===== config.mk =====
export PLATFORM = sky130hd
export DESIGN_NAME = mfu_seq_ctrl
export DESIGN_NICKNAME = d
export VERILOG_FILES = /design/src/rtl/mfu_seq_ctrl.sv
export SDC_FILE = /design/constraint.sdc
export NUM_CORES = 1
export LEC_CHECK = 0
export CORE_MARGIN = 1.5
export CORE_UTILIZATION = 45
export DETAILED_ROUTE_END_ITERATION = 12
export PLACE_DENSITY = 0.76
export SLEW_MARGIN = 10
export SYNTH_ARGS = -nofsm -noshare
export SYNTH_HDL_FRONTEND = slang
export SYNTH_SLANG_ARGS = --single-unit

===== constraint.sdc =====
create_clock -name clk -period 8.9 [get_ports clk]
set_input_delay 1.78 -clock clk [delete_from_list [all_inputs] [get_ports clk]]
set_output_delay 1.78 -clock clk [all_outputs]
set_load 0.05 [all_outputs]

===== src/rtl/mfu_seq_ctrl.sv =====
// Sequencer feeding a shared precision-configurable multiplier and accumulating a signed dot product.
// Optional abort input is compiled in when MFU_SEQ_CTRL_ABORT_EN is defined.
module mfu_seq_ctrl (
    input  logic        clk,
    input  logic        nrst,
    input  logic        start,
    input  logic [1:0]  cfg_mode,
    input  logic [7:0]  cfg_len,
    input  logic        in_valid,
    output logic        in_ready,
    input  logic [7:0]  in_a,
    input  logic [7:0]  in_b,
    output logic [7:0]  mfu_a,
    output logic [7:0]  mfu_b,
    output logic [1:0]  mfu_mode,
    input  logic [15:0] mfu_p,
    output logic        out_valid,
    input  logic        out_ready,
    output logic [23:0] out_acc,
    output logic        busy
`ifdef MFU_SEQ_CTRL_ABORT_EN
    ,
    input  logic        abort
`endif
);

    typedef enum logic [1:0] {
        IDLE  = 2'd0,
        RUN   = 2'd1,
        DRAIN = 2'd2,
        DONE  = 2'd3
    } state_t;

    state_t      state_r;
    state_t      state_s;
    logic [1:0]  mode_r;
    logic [7:0]  len_r;
    logic [7:0]  cnt_r;
    logic        pv_r;
    logic [23:0] acc_r;
    logic        in_ready_r;
    logic        out_valid_r;
    logic        busy_r;
    logic        accept_s;
    logic        last_s;
    logic        abort_s;
    logic        job_s;

    // Sign-extended sum of the packed lane products for the latched precision.
    function automatic logic [23:0] lane_sum(input logic [1:0] mode, input logic [15:0] p);
        logic [23:0] s;
        s = 24'd0;
        case (mode)
            2'd1: s = {{8{p[15]}}, p};
            2'd2: s = {{16{p[15]}}, p[15:8]} + {{16{p[7]}}, p[7:0]};
            2'd3: s = {{20{p[15]}}, p[15:12]} + {{20{p[11]}}, p[11:8]}
                    + {{20{p[7]}}, p[7:4]} + {{20{p[3]}}, p[3:0]};
            default: s = 24'd0;
        endcase
        return s;
    endfunction

    assign accept_s = in_valid && in_ready_r;
    assign last_s   = accept_s && (({1'b0, cnt_r} + 9'd1) == {1'b0, len_r});
    assign job_s    = (state_r == IDLE) && start;

`ifdef MFU_SEQ_CTRL_ABORT_EN
    assign abort_s = abort && ((state_r == RUN) || (state_r == DRAIN));
`else
    assign abort_s = 1'b0;
`endif

    // Next-state decode.
    always_comb begin
        state_s = state_r;
        case (state_r)
            IDLE: begin
                if (start) begin
                    if ((cfg_mode != 2'd0) && (cfg_len != 8'd0)) begin
                        state_s = RUN;
                    end else begin
                        state_s = DONE;
                    end
                end else begin
                    state_s = IDLE;
                end
            end
            RUN: begin
                if (abort_s) begin
                    state_s = IDLE;
                end else if (last_s) begin
                    state_s = DRAIN;
                end else begin
                    state_s = RUN;
                end
            end
            DRAIN: begin
                if (abort_s) begin
                    state_s = IDLE;
                end else begin
                    state_s = DONE;
                end
            end
            DONE: begin
                if (out_ready) begin
                    state_s = IDLE;
                end else begin
                    state_s = DONE;
                end
            end
            default: state_s = IDLE;
        endcase
    end

    // Operands reach the multiplier only on an accepted beat; otherwise it idles in NOOP.
    always_comb begin
        mfu_a    = 8'd0;
        mfu_b    = 8'd0;
        mfu_mode = 2'd0;
        if (accept_s) begin
            mfu_a    = in_a;
            mfu_b    = in_b;
            mfu_mode = mode_r;
        end else begin
            mfu_a    = 8'd0;
            mfu_b    = 8'd0;
            mfu_mode = 2'd0;
        end
    end

    // State, job configuration, beat counter, product-valid flag and accumulator.
    always_ff @(posedge clk or negedge nrst) begin
        if (!nrst) begin
            state_r     <= IDLE;
            mode_r      <= 2'd0;
            len_r       <= 8'd0;
            cnt_r       <= 8'd0;
            pv_r        <= 1'b0;
            acc_r       <= 24'd0;
            in_ready_r  <= 1'b0;
            out_valid_r <= 1'b0;
            busy_r      <= 1'b0;
        end else begin
            state_r     <= state_s;
            in_ready_r  <= (state_s == RUN);
            out_valid_r <= (state_s == DONE);
            busy_r      <= (state_s != IDLE);
            pv_r        <= accept_s && !abort_s;
            if (job_s) begin
                mode_r <= cfg_mode;
                len_r  <= cfg_len;
                cnt_r  <= 8'd0;
                acc_r  <= 24'd0;
            end else if (abort_s) begin
                cnt_r  <= 8'd0;
                acc_r  <= 24'd0;
            end else begin
                if (accept_s) begin
                    cnt_r <= cnt_r + 8'd1;
                end else begin
                    cnt_r <= cnt_r;
                end
                // Product of the beat accepted on the previous edge lands now.
                if (pv_r) begin
                    acc_r <= acc_r + lane_sum(mode_r, mfu_p);
                end else begin
                    acc_r <= acc_r;
                end
            end
        end
    end

    assign in_ready  = in_ready_r;
    assign out_valid = out_valid_r;
    assign busy      = busy_r;
    assign out_acc   = acc_r;

endmodule


==> results.sh, run 1 <==
export IMPL_async_reset_ff_share_pct=100
export IMPL_p_per_area_nw_per_um2=362
export IMPL_status="completed"
export IMPL_layout_nets=705
export IMPL_design_die_area_um2=10300
export IMPL_area_fraction_in_compound_gates_after_synthesis_pct=20.2
export IMPL_timing_hold_worst_endpoint="len_r[7]$_DFFE_PN0P_"
export IMPL_final_util_pct=58.9
export IMPL_post_cts_resize_count=0
export IMPL_post_synth_inst_count=525
export IMPL_synth_nets=621
export IMPL_clock_insertion_delay_worst_skew_ns=0.31
export IMPL_cts_made_buffers=5
export IMPL_route_antenna_remaining_nets=0
export IMPL_synth_warning_count=0
export IMPL_tightestPinTransition_ns=1.10
export IMPL_holdBufCountCts=0
export IMPL_total_leakage_power_nw=2.52
export IMPL_critical_path_max_fanout=7
export IMPL_hold_ws_ns=0.507
export IMPL_number_of_i_o_pins=92
export IMPL_number_of_global_route_vias_before_repair=3911
export IMPL_global_route_overflow_total=0
export IMPL_htreeDepth=2
export IMPL_timing_critical_path_from_type="primary input"
export IMPL_fp_coreArea_um2=9330
export IMPL_final_setup_tns_ns=0
export IMPL_synthAdderAreaFrac_pct=15.9
export IMPL_numPortBuffers=91
export IMPL_worst_hold_path_num_cells=2
export IMPL_drive_above_1_share_pct=3.61
export IMPL_remaining_drc_errors=0
export IMPL_synth_area_um2=4380
export IMPL_initialDrtViolationCount=164
export IMPL_clock_root_buffer="clkbuf_8"
export IMPL_setup_viol_count_final=0
export IMPL_detailroute_via_count=4141
export IMPL_r2r_setup_slack_ns=5.11
export IMPL_total_setup_buffers_inserted_after_cts=0
export IMPL_worst_r2r_startpoint="mode_r[1]$_DFFE_PN0P_"
export IMPL_required_time_at_the_worst_slack_endpoint_ns=9.10
export IMPL_yosys_area_share_simple_pct=21.5
export IMPL_post_dp_hpwl_mm=8.81
export IMPL_yosys_most_used_dff="dfrtp_1"
export IMPL_timing_final_crit_share_pct=73.4
export IMPL_grt_antenna_before_repair=0
export IMPL_worst_slack_ns=2.36
export IMPL_ys_ff_latch=48
export IMPL_dp_worst_setup_slack_ns=2.07
export IMPL_grt_setup_unrepaired="false"
export IMPL_hold_path_class="reg -> reg"
export IMPL_grt_pass1_wl_mm=18.4
export IMPL_report_final_hold_viol_count=0
export IMPL_clock_skew_final_ns=0.00630
export IMPL_floorplan_initialDensity_pct=46.9
export IMPL_finalMaxSlewViolations=0
export IMPL_fp_dieH_um=102
export IMPL_finalWirelength_mm=11.5
export IMPL_postSynthAreaPerCell_um2=8.34
export IMPL_cts_tree="done"
export IMPL_avgViaCountPerCell=5.60
export IMPL_post_synth_xor_area_fraction_pct=7.80
export IMPL_worst_setup_path_end_kind="register"
export IMPL_edff_count_synth=0
export IMPL_clock_sink_count=48
export IMPL_ys_seq_area_share_pct=27.4
export IMPL_regToRegEndpoint="out_acc[23]$_DFFE_PN0P_"
export IMPL_max_vdd_ir_drop_uv=287
export IMPL_cts_max_path_buffers=2
export IMPL_combinational_family_with_the_most_area_after_synthesis="simple AND/OR/NAND/NOR gates"
export IMPL_insertedDiodeCount=0
export IMPL_max_cap_violations=0
export IMPL_maximum_number_of_pins_on_one_net_before_global_route_repair=49
export IMPL_global_route_usage_total_pct=22.2
export IMPL_hold_path_startpoint="len_r[7]$_DFFE_PN0P_"
export IMPL_detail_route_wl_per_cell_um=15.6
export IMPL_worst_r2r_path_depth=12
export IMPL_drt_pass1_iter_count=5
export IMPL_power_total_mw=1.99
export IMPL_synth_area_mux_share_pct=3.49
export IMPL_areaGrowthSynthToFinish_pct=25.5
export IMPL_core_rowCount=35
export IMPL_cts_reportedPaths_clkPinSlew_ns=0.10
export IMPL_layout_min_cycle_time_ns=6.54
export IMPL_post_synth_num_cell_types=56
export IMPL_critical_path_class="in -> reg"
export IMPL_fmax_mhz=153
export IMPL_worst_slew_margin_rel_pct=26.8
export IMPL_mostFrequentLayoutCells="90 x clkdlybuf4s50_1, 74 x nand2_1, 48 x dfrtp_1"
export IMPL_die_w_um=102
export IMPL_gp_routability_congestion=0.950
export IMPL_layout_cells_most_common="clkdlybuf4s50_1"
export IMPL_worst_endpoint_arrival_ns=6.73
-- Yosys cell counts, drive strengths merged (4+ instances only) --
cell type,instances,area [um^2]
a211oi,11,95.1
a21o,17,129
a21oi,41,205
a31oi,4,25.0
and3,23,145
buf,4,17.5
clkbuf,12,45.0
dfrtp,48,1200
fa,11,220
ha,38,475
inv,26,97.6
mux2i,13,130
nand2,74,278
nand2b,9,56.3
nand3,13,77.6
nor2,45,169
nor2b,4,25.0
nor3,9,50.1
o21a,5,38.8
o21ai,30,150
o31ai,4,30.0
xnor2,24,210
xor2,15,131
-- layer usage --
| metal | GRT usage [%] | vias up | wire, um |
|---|---|---|---|
| met2 | 37.8 | 141 | 5330 |
| met5 | 0 | - | 0 |
| met3 | 2.28 | 14 | 709 |
| met1 | 30.4 | 1960 | 5350 |
| li1 | - | 2026 | - |
| met4 | 4.91 | 0 | 114 |
-- logic make-up (layout without fill, tap and decap cells) --
logic type | count (synthesis) | after routing
xor+xnor | 39 | 39
flops | 48 | 48
simple gates | 196 | 196
fa+ha+maj | 49 | 49
mux | 15 | 15
compound gates | 136 | 136
buf+inv | 42 | 127
-- cell type report --
| type | count | area [um^2] |
|---|---|---|
| Clock buffer | 6 | 82.6 |
| Clock inverter | 2 | 15.0 |
| Fill cell | 866 | 3830 |
| Inverter | 26 | 97.6 |
| Multi-Input combinational cell | 435 | 3020 |
| Sequential cell | 48 | 1200 |
| Tap cell | 129 | 161 |
| Timing Repair Buffer | 93 | 921 |
-- report_power, final --
group / internal (mW) / total [mW] / switching (mW)
clock network: 0.0631 / 0.145 / 0.0821
logic: 0.573 / 1.41 / 0.838
registers: 0.312 / 0.433 / 0.121
total: 0.949 / 1.99 / 1.04
-- flip-flops by register name (all words and copies together) (netlist names) --
register / cells
out_acc: 24
cnt_r: 8
len_r: 8
mode_r: 2
state_r: 2
busy: 1
in_ready: 1
out_valid: 1
pv_r: 1
-- worst max-delay path by stage --
| stage | start | end | slack (ns) | depth (start not counted) |
|---|---|---|---|---|
| 4_1_cts | mfu_p[1] | out_acc[21]$_DFFE_PN0P_ | 2.38 | 20 |
| 2_1_floorplan | mfu_p[1] | out_acc[22]$_DFFE_PN0P_ | 3.14 | 22 |
| 3_3_place_gp | mfu_p[2] | out_acc[21]$_DFFE_PN0P_ | 2.12 | 20 |
| 6_report | mfu_p[1] | out_acc[21]$_DFFE_PN0P_ | 2.36 | 20 |
| 3_5_place_dp | mfu_p[1] | out_acc[21]$_DFFE_PN0P_ | 2.07 | 20 |
| 5_1_grt | mfu_p[1] | out_acc[21]$_DFFE_PN0P_ | 2.01 | 20 |
-- critical path, stage by stage --
cell and delay, ns:
clkdlybuf4s50_1 0.54, inv_1 0.10, fa_1 0.45, fa_1 0.55, inv_1 0.06, ha_1 0.29
a211oi_1 0.09, o211ai_1 0.19, a21o_1 0.19, nand2_1 0.06, nor2_1 0.33, a21oi_1 0.15
ha_1 0.39, a21oi_1 0.09, o21ai_0 0.41, a21o_1 0.18, a21oi_1 0.13, a2111oi_4 0.48
o211a_1 0.20, nor3_2 0.05
-- per-stage QoR --
step	area (um^2)	std cells
global placement	5400	731
global route	5500	739
finish	5500	739
CTS	5500	739
detailed placement	5400	731
floorplan	4380	525
(Power assumes the default switching activity.)
==> inputs of run 2 (changes only) <==
clock period = 6.7 ns   (was 8.9 ns; I/O delays follow)
==> run 2 against run 1 <==
- routed wire length shrank 1.9%
- hold slack lost 0.0046 ns
- setup slack lost 1.8 ns
- combinational power grew 33%
- clock-buffer cell count is the same
- first-iteration DRC count grew 8.5%
- power grew 33%
- via count grew 0.34%
- die area is the same
- global-route usage grew 0.43 points
- clock skew grew 0.0014 ns
- largest power group unchanged
==> results.sh, run 2 (synthesis gave the netlist of run 1 again) <==
export IMPL_status="completed"
export IMPL_regToRegEndpoint="out_acc[17]$_DFFE_PN0P_"
export IMPL_internal_power_mw=1.26
export IMPL_report_final_hold_viol_count=0
export IMPL_fp_dieH_um=102
export IMPL_largest_reg_flops=24
export IMPL_worst_r2r_path_depth=13
export IMPL_hold_path_class="reg -> reg"
export IMPL_drive_above_1_share_pct=3.76
export IMPL_layout_nets=706
export IMPL_layout_min_cycle_time_ns=6.11
export IMPL_grt_pass1_wl_mm=18.8
export IMPL_cts_max_path_buffers=2
export IMPL_maximum_number_of_pins_on_one_net_before_global_route_repair=49
export IMPL_tightestPinTransition_ns=1.07
export IMPL_clock_sink_count=48
export IMPL_finalWirelength_mm=11.3
export IMPL_worst_slew_margin_rel_pct=28.7
export IMPL_number_of_i_o_pins=92
export IMPL_power_clock_fraction_pct=7.3
export IMPL_mostFrequentLayoutCells="90 x clkdlybuf4s50_1, 74 x nand2_1, 48 x dfrtp_1"
export IMPL_share_seq_of_total_power_pct=21.8
export IMPL_cts_tree="done"
export IMPL_p_per_area_nw_per_um2=479
export IMPL_die_w_um=102
export IMPL_remaining_drc_errors=0
export IMPL_comb_pwr_share_pct=71.0
export IMPL_detail_route_wl_per_cell_um=15.2
export IMPL_areaGrowthSynthToFinish_pct=25.7
export IMPL_detailroute_via_count=4155
export IMPL_worst_setup_path_end_kind="register"
export IMPL_post_dp_hpwl_mm=8.67
export IMPL_holdBufCountCts=0
export IMPL_fp_coreArea_um2=9330
export IMPL_timing_final_crit_share_pct=91.2
export IMPL_critPathLaunch="mfu_p[10]"
export IMPL_gp_routability_congestion=0.920
export IMPL_finalMaxSlewViolations=0
export IMPL_initialDrtViolationCount=178
export IMPL_grt_antenna_before_repair=0
export IMPL_global_route_usage_total_pct=22.6
export IMPL_layout_cells_most_common="clkdlybuf4s50_1"
export IMPL_worst_r2r_startpoint="mode_r[1]$_DFFE_PN0P_"
export IMPL_netSwitchingPower_mw=1.37
export IMPL_fmax_mhz=164
export IMPL_critical_path_endpoint="out_acc[21]$_DFFE_PN0P_"
export IMPL_critical_path_class="in -> reg"
export IMPL_hold_path_startpoint="len_r[7]$_DFFE_PN0P_"
export IMPL_critical_path_max_fanout=7
export IMPL_total_setup_buffers_inserted_after_cts=0
export IMPL_htreeDepth=2
export IMPL_timing_critical_path_from_type="primary input"
export IMPL_cts_reportedPaths_clkPinSlew_ns=0.09
export IMPL_design_die_area_um2=10300
export IMPL_num_fill_cells=849
export IMPL_worst_endpoint_arrival_ns=6.31
export IMPL_drt_pass1_iter_count=4
export IMPL_numPortBuffers=91
export IMPL_switching_share_of_total_power_pct=52.1
export IMPL_route_antenna_remaining_nets=0
export IMPL_grt_setup_unrepaired="false"
export IMPL_setup_viol_count_final=0
export IMPL_clock_insertion_delay_worst_skew_ns=0.31
export IMPL_global_route_overflow_total=0
export IMPL_clock_skew_final_ns=0.00767
export IMPL_insertedDiodeCount=0
export IMPL_required_time_at_the_worst_slack_endpoint_ns=6.89
export IMPL_max_vdd_ir_drop_uv=336
export IMPL_r2r_setup_slack_ns=2.90
export IMPL_floorplan_initialDensity_pct=46.9
export IMPL_hold_ws_ns=0.502
export IMPL_max_cap_violations=0
export IMPL_avgViaCountPerCell=5.61
export IMPL_total_leakage_power_nw=2.53
export IMPL_core_rowCount=35
export IMPL_post_cts_resize_count=0
export IMPL_cts_made_buffers=5
export IMPL_number_of_global_route_vias_before_repair=4034
export IMPL_final_util_pct=59.0
export IMPL_final_setup_tns_ns=0
export IMPL_clock_root_buffer="clkbuf_8"
-- run 2: cell count changes in the layout (fill, tap and decap cells not counted), sizes merged --
cell | previous run | this run
buf | 3 | 4
-- run 2: power groups by stage --
stage	Combinational, mW	Sequential (mW)	Clock, mW
finish	1.87	0.575	0.191
floorplan	1.18	0.774	0
global route	2.06	0.595	0.208
global placement	1.82	0.576	0
CTS	1.87	0.573	0.197
detailed placement	1.86	0.576	0
-- run 2: cell type report --
class	count	area (um^2)	area share, %
clock buffer	6	82.6	1.50
clock inverter	2	15.0	0.273
inverter	26	97.6	1.77
multi-input combinational	435	3020	54.8
sequential	48	1200	21.8
tap	129	161	2.93
timing repair buffer	94	928	16.9
-- run 2: worst min path at each step --
| stage | to | cells past startpoint |
|---|---|---|
| 6_report | len_r[7]$_DFFE_PN0P_ | 2 |
| 5_1_grt | len_r[0]$_DFFE_PN0P_ | 2 |
| 4_1_cts | len_r[7]$_DFFE_PN0P_ | 2 |
| 3_5_place_dp | len_r[1]$_DFFE_PN0P_ | 2 |
| 3_3_place_gp | len_r[1]$_DFFE_PN0P_ | 2 |
| 2_1_floorplan | len_r[0]$_DFFE_PN0P_ | 2 |
-- run 2: critical path: stages --
cell and delay [ns]:
clkdlybuf4s50_1 0.57, inv_1 0.08, fa_1 0.46, fa_1 0.57
inv_1 0.06, ha_1 0.29, a211oi_1 0.09, o211ai_1 0.18
a21o_1 0.19, nand2_1 0.07, nor2_1 0.30, a21oi_1 0.15
ha_1 0.38, a21oi_1 0.08, o21ai_0 0.44, a21o_1 0.19
a21oi_1 0.14, a2111oi_4 0.46, o211a_1 0.21, nor3_2 0.05
-- run 2: routing by layer --
layer | track usage, % | part of all wire [%] | vias to the layer above
met5 | 0 | 0 | -
met4 | 6.94 | 1.9 | 0
met3 | 2.48 | 6.4 | 20
met2 | 37.4 | 46 | 138
met1 | 31.1 | 46 | 1970
li1 | - | - | 2027
-- run 2: metrics by stage --
step | cell area (um^2) | total power, mW | setup slack (ns) | instances
2_1_floorplan | 4380 | 1.96 | 1.38 | 525
3_3_place_gp | 5410 | 2.39 | 0.318 | 732
3_5_place_dp | 5410 | 2.43 | 0.261 | 732
4_1_cts | 5500 | 2.64 | 0.582 | 740
5_1_grt | 5500 | 2.86 | 0.176 | 740
6_report | 5500 | 2.64 | 0.587 | 740
==> inputs of run 3 (changes only) <==
SKIP_CTS_REPAIR_TIMING = 1   (was unset)
clock period = 7.8 ns   (was 6.7 ns; I/O delays follow)
==> run 3 against run 2 <==
- final cell count shrank 0.27%
- critical path depth unchanged
- global-route usage shrank 0.30 points
- clock power decreased by 23%
- power fell by 15%
- die area unchanged
- hold slack better by 0.0022 ns
- register-to-register slack gained 1.2 ns
- sequential share of layout area is 0.095 points higher
- clock skew decreased by 0.00057 ns
- core utilization fell by 0.25 points
- sequential power fell by 14%
==> results.sh, run 3 (synthesis gave the netlist of run 1 again) <==
export IMPL_worst_path_most_repeated_cell="a21oi_1"
export IMPL_layout_cells_most_common="clkdlybuf4s50_1"
export IMPL_netSwitchingPower_mw=1.18
export IMPL_route_antenna_remaining_nets=0
export IMPL_detail_route_wl_per_cell_um=15.4
export IMPL_worst_endpoint_arrival_ns=6.54
export IMPL_number_of_i_o_pins=92
export IMPL_remaining_drc_errors=0
export IMPL_grt_antenna_before_repair=0
export IMPL_required_time_at_the_worst_slack_endpoint_ns=7.99
export IMPL_worst_setup_path_end_kind="register"
export IMPL_regToRegEndpoint="out_acc[21]$_DFFE_PN0P_"
export IMPL_max_vdd_ir_drop_uv=334
export IMPL_report_final_hold_viol_count=0
export IMPL_global_route_overflow_total=0
export IMPL_clock_root_buffer="clkbuf_8"
export IMPL_internal_power_mw=1.07
export IMPL_num_fill_cells=878
export IMPL_initialDrtViolationCount=192
export IMPL_worst_r2r_startpoint="mode_r[1]$_DFFE_PN0P_"
export IMPL_critical_path_max_fanout=7
export IMPL_areaGrowthSynthToFinish_pct=25.1
export IMPL_finalWirelength_mm=11.4
export IMPL_htreeDepth=2
export IMPL_tightestPinTransition_ns=1.08
export IMPL_share_seq_of_total_power_pct=22.0
export IMPL_design_die_area_um2=10300
export IMPL_avgViaCountPerCell=5.59
export IMPL_hold_path_class="reg -> reg"
export IMPL_grt_setup_unrepaired="false"
export IMPL_layout_min_cycle_time_ns=6.34
export IMPL_floorplan_initialDensity_pct=46.9
export IMPL_drt_pass1_iter_count=5
export IMPL_status="completed"
export IMPL_post_dp_hpwl_mm=8.78
export IMPL_timing_critical_path_from_type="primary input"
export IMPL_finalMaxSlewViolations=0
export IMPL_critical_path_top_delay_family="compound AO/OA/AOI/OAI gates"
export IMPL_die_w_um=102
export IMPL_fmax_mhz=158
export IMPL_drive_above_1_share_pct=3.45
export IMPL_timing_hold_worst_endpoint="len_r[7]$_DFFE_PN0P_"
export IMPL_grt_pass1_wl_mm=18.4
export IMPL_layout_nets=705
export IMPL_total_buffers_and_inverters_traversed_by_the_critical_path=3
export IMPL_global_route_usage_total_pct=22.3
export IMPL_max_cap_violations=0
export IMPL_cts_tree="done"
export IMPL_power_clock_fraction_pct=6.6
export IMPL_hold_ws_ns=0.505
export IMPL_critical_path_class="in -> reg"
export IMPL_setup_viol_count_final=0
export IMPL_worst_slew_margin_rel_pct=28.2
export IMPL_switching_share_of_total_power_pct=52.4
export IMPL_fp_coreArea_um2=9330
export IMPL_critical_path_cell_chain="clkdlybuf4s50_1 > inv_1 > fa_1 > fa_1 > inv_1 > ha_1 > a211oi_1 > o211ai_1 > a21o_1 > nand2_1 > nor2_1 > a21oi_1 > ha_1 > a21oi_1 > o21ai_0 > a21o_1 > a21oi_1 > a2111oi_4 > o211a_1 > nor3_2"
export IMPL_core_rowCount=35
export IMPL_worst_path_largest_cell_delay_ns=0.57
export IMPL_clock_sink_count=48
export IMPL_final_setup_tns_ns=0
export IMPL_p_per_area_nw_per_um2=411
export IMPL_cts_made_buffers=5
export IMPL_comb_pwr_share_pct=71.4
export IMPL_cts_reportedPaths_clkPinSlew_ns=0.09
export IMPL_critical_path_slowest_cell="fa_1"
export IMPL_timing_final_crit_share_pct=81.3
export IMPL_hold_path_startpoint="len_r[7]$_DFFE_PN0P_"
export IMPL_worst_r2r_path_depth=13
export IMPL_total_leakage_power_nw=2.52
export IMPL_r2r_setup_slack_ns=4.05
export IMPL_insertedDiodeCount=0
export IMPL_largest_reg_flops=24
export IMPL_clock_insertion_delay_worst_skew_ns=0.31
export IMPL_number_of_global_route_vias_before_repair=3900
export IMPL_cts_max_path_buffers=2
export IMPL_numPortBuffers=91
export IMPL_detailroute_via_count=4127
export IMPL_worst_hold_path_num_cells=2
export IMPL_gp_routability_congestion=0.950
export IMPL_maximum_number_of_pins_on_one_net_before_global_route_repair=49
export IMPL_mostFrequentLayoutCells="90 x clkdlybuf4s50_1, 74 x nand2_1, 48 x dfrtp_1"
export IMPL_fp_dieH_um=102
export IMPL_clock_skew_final_ns=0.00710
-- run 3: cell count changes in the layout (fill, tap and decap cells not counted) --
cell / before / now
buf_4: 3 / 2
clkbuf_8: 6 / 5
clkinv_2: 0 / 1
clkinvlp_4: 2 / 1
-- run 3: power by group through the flow --
| stage | Sequential (mW) | Combinational [mW] | Clock, mW |
|---|---|---|---|
| detailed placement | 0.497 | 1.59 | 0 |
| global placement | 0.496 | 1.56 | 0 |
| global route | 0.513 | 1.76 | 0.161 |
| CTS | 0.495 | 1.60 | 0.152 |
| finish | 0.495 | 1.61 | 0.148 |
| floorplan | 0.665 | 1.02 | 0 |
-- run 3: per-stage QoR --
step	utilization, %	total power [mW]	cell area (um^2)	instances	setup slack [ns]
finish	58.8	2.25	5480	738	1.46
global route	58.8	2.44	5480	738	1.09
CTS	58.8	2.25	5480	738	1.47
detailed placement	57.9	2.09	5400	731	1.17
global placement	57.9	2.06	5400	731	1.24
floorplan	-	1.68	4380	525	2.26
-- run 3: how the worst max path moves through the flow --
stage / cells past startpoint / slack [ns] / to / from
2_1_floorplan: 22 / 2.26 / out_acc[22]$_DFFE_PN0P_ / mfu_p[1]
3_3_place_gp: 20 / 1.24 / out_acc[21]$_DFFE_PN0P_ / mfu_p[2]
3_5_place_dp: 20 / 1.17 / out_acc[21]$_DFFE_PN0P_ / mfu_p[1]
4_1_cts: 20 / 1.47 / out_acc[21]$_DFFE_PN0P_ / mfu_p[1]
5_1_grt: 20 / 1.09 / out_acc[21]$_DFFE_PN0P_ / mfu_p[1]
6_report: 20 / 1.46 / out_acc[21]$_DFFE_PN0P_ / mfu_p[2]
-- run 3: tightest hold or removal path, stage by stage, from the launching register on --
cell and delay, ns:
dfrtp_1 0.36, nand2_1 0.05, nand2_1 0.06
-- run 3: layout make-up --
type / count / area [um^2] / share of cell area, %
timing repair buffer: 93 / 921 / 16.8
inverter: 26 / 97.6 / 1.78
clock inverter: 2 / 12.5 / 0.228
multi-input combinational: 435 / 3020 / 55.1
clock buffer: 5 / 68.8 / 1.26
sequential: 48 / 1200 / 21.9
tap: 129 / 161 / 2.95
-- run 3: routing by layer --
layer | global-route usage, % | vias up | routed length [um]
met5 | 0 | - | 0
met4 | 5.34 | 0 | 146
met3 | 2.83 | 14 | 662
met2 | 37.6 | 132 | 5320
met1 | 30.5 | 1958 | 5220
li1 | - | 2023 | -
